===== src/rtl/int_sq_window_tp1_pkg.sv =====
// Shared widths, FSM encoding and normalz_len codes for the CDP LRN int8
// square-window feed path.
package int_sq_window_tp1_pkg;
  localparam int pINT8_BW = 9;
  localparam int SQ_W     = 2*pINT8_BW-1;
  localparam int HALF     = 4;
  localparam int TAPS     = 2*HALF+1;

  typedef enum logic [1:0] {
    IDLE  = 2'd0,
    RUN   = 2'd1,
    FLUSH = 2'd2
  } sq_state_e;

  typedef enum logic [1:0] {
    LEN3 = 2'd0,
    LEN5 = 2'd1,
    LEN7 = 2'd2,
    LEN9 = 2'd3
  } normalz_len_e;
endpackage


===== src/rtl/int_sq_calc.sv =====
// Signed two's-complement squarer. The result is unsigned and needs only
// 2*IN_W-1 bits because the most negative input squares to exactly 2^(2*IN_W-2).
module int_sq_calc #(
  parameter int IN_W  = 9,
  parameter int OUT_W = 2*IN_W-1
) (
  input  logic [IN_W-1:0]  din,
  output logic [OUT_W-1:0] sq
);
  logic [IN_W-1:0]  mag;
  logic [OUT_W-1:0] mag_w;

  // Negating the most negative value gives 2^(IN_W-1), which is still the
  // correct magnitude when read as unsigned.
  assign mag   = din[IN_W-1] ? (~din + IN_W'(1)) : din;
  assign mag_w = OUT_W'(mag);
  assign sq    = mag_w * mag_w;
endmodule


===== src/rtl/int_sq_window_tp1.sv =====
// Int8 LRN feed: squares one channel per accept, keeps a 9-tap channel window
// centred on each channel and emits snapshots with the int_sum_block_tp1 timing.
module int_sq_window_tp1
  import int_sq_window_tp1_pkg::*;
(
  input  logic                nvdla_core_clk,
  input  logic                nvdla_core_rstn,
  input  logic [1:0]          reg2dp_normalz_len,
  input  logic                din_vld,
  output logic                din_rdy,
  input  logic [pINT8_BW-1:0] din_pd,
  input  logic                din_last,
  output logic [SQ_W-1:0]     sq_pd_int8_0,
  output logic [SQ_W-1:0]     sq_pd_int8_1,
  output logic [SQ_W-1:0]     sq_pd_int8_2,
  output logic [SQ_W-1:0]     sq_pd_int8_3,
  output logic [SQ_W-1:0]     sq_pd_int8_4,
  output logic [SQ_W-1:0]     sq_pd_int8_5,
  output logic [SQ_W-1:0]     sq_pd_int8_6,
  output logic [SQ_W-1:0]     sq_pd_int8_7,
  output logic [SQ_W-1:0]     sq_pd_int8_8,
  output logic                len5,
  output logic                len7,
  output logic                len9,
  output logic                load_din_d,
  output logic                load_din_2d,
  output logic                sum_vld
);
  sq_state_e                 state, state_nxt;
  logic [TAPS-1:0][SQ_W-1:0] win, win_nxt, snap;
  logic [TAPS-1:0]           shadow, shadow_nxt;
  logic [1:0]                fl_cnt, fl_cnt_nxt;
  logic [SQ_W-1:0]           sq;
  logic                      accept, shift, emit, line_start;
  logic [2:0]                vld_pipe;

  int_sq_calc #(.IN_W(pINT8_BW), .OUT_W(SQ_W)) u_sq (
    .din (din_pd),
    .sq  (sq)
  );

  assign din_rdy = nvdla_core_rstn && (state != FLUSH);
  assign accept  = din_vld && din_rdy;

  always_comb begin
    state_nxt  = state;
    win_nxt    = win;
    shadow_nxt = shadow;
    fl_cnt_nxt = fl_cnt;
    shift      = 1'b0;
    line_start = 1'b0;
    case (state)
      IDLE: if (accept) begin
        line_start         = 1'b1;
        shift              = 1'b1;
        win_nxt            = '0;
        win_nxt[TAPS-1]    = sq;
        shadow_nxt         = {1'b1, {(TAPS-1){1'b0}}};
        state_nxt          = din_last ? FLUSH : RUN;
      end
      RUN: if (accept) begin
        shift      = 1'b1;
        win_nxt    = {sq, win[TAPS-1:1]};
        shadow_nxt = {1'b1, shadow[TAPS-1:1]};
        if (din_last) state_nxt = FLUSH;
      end
      FLUSH: begin
        // Four zero shifts push the last HALF channels through the centre tap.
        shift      = 1'b1;
        win_nxt    = {{SQ_W{1'b0}}, win[TAPS-1:1]};
        shadow_nxt = {1'b0, shadow[TAPS-1:1]};
        fl_cnt_nxt = fl_cnt + 2'd1;
        if (fl_cnt == 2'd3) state_nxt = IDLE;
      end
      default: state_nxt = IDLE;
    endcase
    emit = shift && shadow_nxt[HALF];
  end

  always_ff @(posedge nvdla_core_clk) begin
    if (!nvdla_core_rstn) begin
      state    <= IDLE;
      win      <= '0;
      shadow   <= '0;
      fl_cnt   <= '0;
      snap     <= '0;
      len5     <= 1'b0;
      len7     <= 1'b0;
      len9     <= 1'b0;
      vld_pipe <= '0;
    end else begin
      state    <= state_nxt;
      win      <= win_nxt;
      shadow   <= shadow_nxt;
      fl_cnt   <= fl_cnt_nxt;
      vld_pipe <= {vld_pipe[1:0], emit};
      if (emit) snap <= win_nxt;
      if (line_start) begin
        len5 <= (reg2dp_normalz_len == LEN5);
        len7 <= (reg2dp_normalz_len == LEN7);
        len9 <= (reg2dp_normalz_len == LEN9);
      end
    end
  end

  assign load_din_d  = vld_pipe[0];
  assign load_din_2d = vld_pipe[1];
  assign sum_vld     = vld_pipe[2];

  assign sq_pd_int8_0 = snap[0];
  assign sq_pd_int8_1 = snap[1];
  assign sq_pd_int8_2 = snap[2];
  assign sq_pd_int8_3 = snap[3];
  assign sq_pd_int8_4 = snap[4];
  assign sq_pd_int8_5 = snap[5];
  assign sq_pd_int8_6 = snap[6];
  assign sq_pd_int8_7 = snap[7];
  assign sq_pd_int8_8 = snap[8];
endmodule


===== config.mk =====
export PLATFORM = sky130hd
export DESIGN_NAME = int_sq_window_tp1
export DESIGN_NICKNAME = d
export VERILOG_FILES = /design/src/rtl/int_sq_window_tp1_pkg.sv /design/src/rtl/int_sq_calc.sv /design/src/rtl/int_sq_window_tp1.sv
export SDC_FILE = /design/constraint.sdc
export NUM_CORES = 1
export LEC_CHECK = 0
export ABC_AREA = 1
export CORE_MARGIN = 1
export CORE_UTILIZATION = 43
export CTS_CLUSTER_DIAMETER = 200
export DETAILED_ROUTE_END_ITERATION = 10
export PLACE_DENSITY = 0.69
export SLEW_MARGIN = 20
export SYNTH_ARGS = -nofsm -noshare
export SYNTH_HDL_FRONTEND = slang
export SYNTH_HIERARCHICAL = 1
export SYNTH_SLANG_ARGS = --single-unit

===== constraint.sdc =====
create_clock -name nvdla_core_clk -period 4.7 [get_ports nvdla_core_clk]
set_input_delay 0.47 -clock nvdla_core_clk [delete_from_list [all_inputs] [get_ports nvdla_core_clk]]
set_output_delay 0.47 -clock nvdla_core_clk [all_outputs]
set_load 0.02 [all_outputs]

==> flow_metrics.tcl, run 1 <==
set metrics [dict create \
    status "finished, final reports clean" \
    clkLatencyLatePin_ns 0.52 \
    antenna_cells 0 \
    finalCritPeriodShare_pct 95.6 \
    final.min_clock_period_ns 4.49 \
    via_count 13200 \
    crit_path_max_fanout 4 \
    power_density_nw_per_um2 396 \
    clock_skew_ns 0.0180 \
    cp.arrival_ns 4.94 \
    wirelength_um 39300 \
    place_hpwl_um 26100 \
    reg2reg_slack_ns 1.53 \
    rr_startpoint "state[0]" \
    drt_pass1_iterations 5 \
    crit_start "din_pd[1]" \
    wl_met2_um 18900 \
    crit_type "in2reg" \
    ys_seq_area_share_pct 42.8 \
    num-fill-cells 3128 \
    fin_area_um2 18500 \
    grt_pass1_vias 12200 \
    drv_cap 0 \
    synth_cell_types 36 \
    die-width_um 186 \
    ant_nets 0 \
    drtIter0Drc 1009 \
    slew_headroom_pct 28.9 \
    clkSinkCount 312 \
    cts.path.max_buffers 3 \
    grt_first_pass_wirelength_um 61500 \
    clockRootBuffer "clkbuf_16" \
    routed.top_layer "met4" \
    hold_buffers 0 \
    cp.required_ns 5.15 \
    worst_slew_pin_slew_ns 1.07 \
    die_h_um 186 \
    synth_area_per_cell_um2 7.34 \
    synthesis.instances 1988 \
    setup-tns-final_ns 0 \
    overflow 0 \
    placementRows 67 \
    crit_path_end "sq_pd_int8_8[15]" \
    routed_via_density 5.04 \
    reg2regPathDepth 8 \
    grt_max_degree 231 \
    fp.dieArea_um2 34700 \
    endpoint_kind "register" \
    worst_setup_path_start_kind "input port" \
    layout-drive-gt1-share_pct 11.1 \
    drc 0 \
    clkSlewWorstSetupHoldPaths_ns 0.05 \
    num_io_pins 175 \
    synthesis.area_um2 14600 \
    hp-class "in2reg" \
    h-tree-depth 2 \
    hold_violations 0 \
    met3WireLength_um 2030 \
    holdWs_ns 0.429 \
    core-area_um2 33400 \
    cts_buffers 34 \
    finalSetupViolations 0 \
    grt_antenna_before_repair 0 \
    gp_congestion 0.869 \
    syn_to_final_growth_pct 26.8 \
    wl_per_cell_um 15.0 \
    portBuffers 174 \
    initial_core_util_pct 43.6 \
    peakVddDrop_mv 0.308 \
    yosys_register_bits 312 \
    fmaxAchievable_ghz 0.223 \
    drt-met1-wl_um 17200 \
    grtUsageTotal_pct 22.2 \
    cts_tree "done" \
    r2r-end "sq_pd_int8_6[4]" \
    total_power_mw 7.32 \
    p_leak_nw 7.85 \
    final_nets 2247 \
    maxSlewViolCount 0 \
    yosysWarnings 6 \
    dpl_cell_area_um2 17000 \
]
-- synth_stat cells, drive strengths merged --
cell type,n,area (um^2)
nand2,384,1480
inv,365,1370
nand3,323,1640
dfxtp,312,6250
a21oi,302,1530
buf,76,373
clkbuf,51,191
nor2,46,193
ha,37,463
fa,33,661
nand4,22,150
o21ai,11,73.8
xor2,9,97.6
xnor2,8,70.1
or2,3,18.8
a21o,2,15.0
conb,2,7.51
a31oi,1,6.26
nand3b,1,7.51
-- metrics by stage --
stage	util (%)	std cells	worst slack (ns)
after detailed placement	50.9	2563	-0.871
after global placement	50.9	2563	-0.739
after CTS	54.7	2626	-0.00353
after global routing	55.3	2629	-0.0103
final	55.3	2629	0.208
after floorplan	-	1992	0.00167
-- critical path, stage by stage --
cell and delay [ns]:
buf_6 0.07, clkinvlp_4 0.13, nand3_4 0.13, nand2_4 0.09, o21ai_4 0.10, xor2_4 0.25, inv_2 0.09, nor2_4 0.13
inv_2 0.04, fa_1 0.53, inv_2 0.05, fa_1 0.48, inv_1 0.06, fa_1 0.46, fa_1 0.55, inv_2 0.05
ha_4 0.31, nand2_4 0.08, nor2_4 0.12, nand3_1 0.07, nand4_1 0.11, xor2_1 0.20, nand4_1 0.14, nand3_1 0.11
nand2_1 0.06, inv_1 0.05
-- cells in the final DEF, fill, tap and decap left out, types with 8 or more instances in the layout --
cell type        count
dfxtp_1            312
nand2_4             11
nand2_2              9
nor2_1              27
nand2_1            364
fa_1                31
nand3_1            316
a21oi_1            294
inv_2               14
buf_4               82
clkbuf_8             8
nand4_1             20
nor2_2              12
clkdlybuf4s50_1    164
xnor2_1              8
ha_1                30
clkbuf_16           35
inv_1              347
-- power breakdown --
part	switching (mW)	internal, mW	total [mW]
logic	1.11	0.845	1.96
clock network	1.05	1.60	2.65
registers	0.0289	2.69	2.72
total	2.19	5.13	7.32
-- layer usage --
| metal | up-vias | track usage [%] |
|---|---|---|
| li1 | 6621 | - |
| met2 | 358 | 37.1 |
| met1 | 6198 | 29.6 |
| met5 | - | 0 |
| met4 | 0 | 7.84 |
| met3 | 69 | 2.67 |
-- registers in the layout (all words and copies together) (netlist names) --
name / flops
vld_pipe: 3
win: 145
sq_pd_int8_5: 17
sq_pd_int8_4: 17
len5: 1
len7: 1
fl_cnt: 2
sq_pd_int8_3: 17
len9: 1
sq_pd_int8_6: 17
sq_pd_int8_8: 17
sq_pd_int8_2: 17
sq_pd_int8_7: 17
shadow: 4
sq_pd_int8_1: 17
state: 2
sq_pd_int8_0: 17
-- what timing repair did --
item,in CTS,in global routing
resized for setup,30,70
buffers inserted,8,3
endpoints found under the setup margin,20,20
gates cloned,0,0
pin swaps,15,39
-- worst min-delay path by stage --
stage,startpoint,endpoint,slack (ns),depth (start not counted)
after CTS,vld_pipe[0],vld_pipe[1],0.43,2
after global placement,vld_pipe[1],vld_pipe[2],0.42,2
after detailed placement,vld_pipe[0],vld_pipe[1],0.42,2
after global routing,vld_pipe[0],vld_pipe[1],0.44,2
final,din_pd[0],win[136],0.43,4
after floorplan,win[17],sq_pd_int8_0[0],0.42,2
-- layout make-up --
class / count / area, um^2 / share of cell area (%)
clock buffers: 46 / 997 / 5.39
clock inverters: 9 / 116 / 0.629
inverters: 365 / 1390 / 7.50
multi-input cells: 1188 / 6780 / 36.6
flip-flops and latches: 312 / 6250 / 33.8
well taps: 448 / 561 / 3.03
repair buffers: 261 / 2410 / 13.0
-- kinds of logic (layout without fill, tap and decap cells) --
kind of cell	after synthesis	count (layout)	synth area share, %
adders and majority gates	70	70	7.70
and+or+nand+nor	779	779	23.9
buffers and inverters	492	681	13.3
DFF	312	312	42.8
xor gates and xnor gates	17	17	1.15
AOI/OAI and AO/OA	316	316	11.1
other	2	6	0.0515
Note: power is estimated with default switching activity, not from simulation.
==> inputs of run 2 (changes only) <==
--- a/config.mk
+++ b/config.mk
@@ -10,6 +10,7 @@
 export CORE_UTILIZATION = 43
 export CTS_CLUSTER_DIAMETER = 200
 export DETAILED_ROUTE_END_ITERATION = 10
+export GPL_ROUTABILITY_DRIVEN = 1
 export PLACE_DENSITY = 0.69
 export SLEW_MARGIN = 20
 export SYNTH_ARGS = -nofsm -noshare
==> results of run 2 <==
Final layout, timing and power as in run 1 (identical DEF).
==> inputs of run 3 (changes only) <==
--- a/config.mk
+++ b/config.mk
@@ -5,13 +5,12 @@
 export SDC_FILE = /design/constraint.sdc
 export NUM_CORES = 1
 export LEC_CHECK = 0
-export ABC_AREA = 1
 export CORE_MARGIN = 1
 export CORE_UTILIZATION = 43
 export CTS_CLUSTER_DIAMETER = 200
 export DETAILED_ROUTE_END_ITERATION = 10
 export GPL_ROUTABILITY_DRIVEN = 1
-export PLACE_DENSITY = 0.69
+export PLACE_DENSITY = 0.68
 export SLEW_MARGIN = 20
 export SYNTH_ARGS = -nofsm -noshare
 export SYNTH_HDL_FRONTEND = slang
==> flow_metrics.tcl, run 3 <==
set metrics [dict create \
    switching_share_pct 33.4 \
    setup-tns-final_ns -6.76 \
    switching_power_mw 3.09 \
    portBuffers 174 \
    synthesis.instances 1961 \
    crit_path_max_fanout 4 \
    maxSlewViolCount 0 \
    met3_usage_pct 3.03 \
    synthesis.area_um2 17300 \
    ys_seq_area_share_pct 36.4 \
    layout-drive-gt1-share_pct 12.0 \
    overflow 0 \
    core-area_um2 39700 \
    syn_to_final_growth_pct 23.9 \
    use_met1_pct 31.4 \
    crit_path_max_incr_delay_ns 0.57 \
    ys_top_cells_by_area "dfxtp_1, mux2i_1, a221o_1" \
    crit_type "in2reg" \
    path_delay_family "adder cells" \
    cts.path.max_buffers 3 \
    die-width_um 203 \
    hold_buffers 0 \
    worst_slew_pin_slew_ns 1.12 \
    hp-class "reg2reg" \
    p_leak_nw 9.15 \
    cp.arrival_ns 5.61 \
    worst_setup_path_start_kind "input port" \
    die_h_um 203 \
    antenna_cells 0 \
    num-fill-cells 3513 \
    place_hpwl_um 32200 \
    critical_path_buf_inv_count 7 \
    crit_path_frequent_cell "fa_1" \
    violations "setup timing" \
    final_common_cell "dfxtp_1" \
    grt_max_degree 122 \
    grt_use_met2_pct 41.0 \
    yosysMostFrequentCell "dfxtp_1" \
    power.internal_mw 6.16 \
    drv_cap 0 \
    drt_pass1_iterations 5 \
    placementRows 73 \
    rsz0062_at_grt "true" \
    fin_util_pct 53.9 \
    wl_per_cell_um 19.4 \
    initial_core_util_pct 43.5 \
    synth_top_cell_area_share_pct 36.4 \
    async_flop_share_pct 0 \
    grt_first_pass_wirelength_um 81100 \
    synthTopCellsByCount "dfxtp_1, inv_1, nor2_1, mux2i_1, nand2_1" \
    num_io_pins 175 \
    synth_cell_types 61 \
    cp.required_ns 5.09 \
    pwr-share-clk_pct 29.6 \
    clockRootBuffer "clkbuf_16" \
    finalCritPeriodShare_pct 111 \
    final_nets 2184 \
    status "finished with violations" \
    finalSetupViolations 16 \
    p_seq_share_pct 32.0 \
    largest_register "win" \
    peakVddDrop_mv 0.471 \
    routed_via_density 5.85 \
    synth_flop_cell "dfxtp_1" \
    clock_skew_ns 0.0163 \
    yosysTopAreaCell "dfxtp_1" \
    fp.dieArea_um2 41000 \
    via_count 15500 \
    synth_edf_count 0 \
    total_power_mw 9.25 \
    reg2reg_slack_ns 1.90 \
    finalWorstSetupSlack_ns -0.522 \
    largest_register_ffs 148 \
    gp_congestion 0.807 \
    wirelength_um 51500 \
    clkSlewWorstSetupHoldPaths_ns 0.06 \
    yosys_register_bits 315 \
    h-tree-depth 2 \
    clkSinkCount 315 \
    cts_tree "done" \
    yosysWarnings 6 \
    synth_area_per_cell_um2 8.82 \
    drtIter0Drc 1198 \
    top_usage_layer "met2" \
    crit_path_cell_trace "buf_6 -> or4_4 -> o41ai_4 -> buf_4 -> xor2_4 -> nor2_4 -> buf_6 -> xnor2_2 -> ha_2 -> a21oi_2 -> fa_1 -> inv_2 -> fa_1 -> inv_1 -> fa_1 -> inv_2 -> ha_4 -> a2111o_1 -> o22ai_2 -> o31ai_2 -> xnor2_1 -> mux2i_1 -> buf_4 -> o2bb2ai_2" \
    cpMaxStageDelayCell "fa_1" \
    drc 0 \
    final.min_clock_period_ns 5.22 \
    final_cell_mix "dfxtp_1, inv_1, nor2_1, clkdlybuf4s50_1, mux2i_1" \
    power_density_nw_per_um2 432 \
    regArea_um2 6310 \
    fmaxAchievable_ghz 0.192 \
    hold_violations 0 \
    grt_antenna_before_repair 0 \
    ant_nets 0 \
    p_comb_share_pct 38.3 \
    clkLatencyLatePin_ns 0.53 \
    grt_pass1_vias 15200 \
    slew_headroom_pct 25.3 \
    grtUsageTotal_pct 24.3 \
    endpoint_kind "register" \
    multi_input_area_um2 9940 \
    cts_buffers 37 \
]
-- run 3: cell types whose count changed in the layout (fill, tap and decap cells not counted), moves of 138 or more --
| cell | change |
|---|---|
| mux2i_1 | +152 |
| nand2_1 | -218 |
| a21oi_1 | -270 |
| nor2_1 | +138 |
| inv_1 | -162 |
| nand3_1 | -296 |
-- run 3: power by group through the flow --
stage	Clock [mW]	Combinational (mW)	Sequential, mW
floorplan	0	1.87	2.95
global placement	0	2.67	3.01
detailed placement	0	2.76	3.02
CTS	2.79	3.09	2.96
global route	2.91	3.87	2.98
finish	2.74	3.55	2.96
-- run 3: worst paths after layout --
path / startpoint / endpoint / cells after the start
min: shadow[8] / shadow[8] / 2
max: din_pd[5] / sq_pd_int8_8[16] / 24
min reg2reg: shadow[8] / shadow[8] / 2
max reg2reg: state[0] / sq_pd_int8_1[0] / 5
-- run 3: per-stage QoR --
| step | std cells | hold WS [ns] | instance area (um^2) | setup slack, ns |
|---|---|---|---|---|
| 2_1_floorplan | 1965 | 0.433 | 17400 | -0.801 |
| 3_3_place_gp | 2569 | 0.441 | 19700 | -1.41 |
| 3_5_place_dp | 2569 | 0.447 | 19700 | -1.50 |
| 4_1_cts | 2638 | 0.454 | 21100 | -0.501 |
| 5_1_grt | 2647 | 0.482 | 21400 | -0.771 |
| 6_report | 2647 | 0.453 | 21400 | -0.522 |
-- run 3: logic make-up after synthesis --
group / after synthesis / share of synthesized area (%)
fa+ha+maj: 70 / 6.49
flops: 315 / 36.4
mux: 154 / 8.92
compound gates: 499 / 23.4
buf+inv: 387 / 9.45
xor+xnor: 26 / 1.36
simple gates: 508 / 13.9
other cells: 2 / 0.0434
-- run 3: metal layers --
layer  vias up  routed length (um)
met1      7589               21900
met5         -                   0
met3        98                2650
li1       7326                   -
met2       482               25000
met4         0                1940
-- run 3: final cells by class --
class	instances	share of cell area, %
inverter	195	3.42
sequential	315	29.5
clock buffer	58	5.17
clock inverter	4	0.128
timing repair buffer	287	12.4
multi-input combinational	1263	46.4
tap	525	3.06
-- run 3: worst register-to-register path: stages (launching register included) --
cell and delay, ns:
dfxtp_4 0.62, buf_4 0.65, and2_1 0.32, a221oi_4 0.08
buf_4 0.46, a221o_1 0.55
-- run 3: repair_timing --
action                                  in CTS  in global routing
pin swaps                                   45                 30
resized for setup                           74                 49
buffers inserted                             7                  9
endpoints found under the setup margin      23                 20
hold endpoints to repair                     0                  0
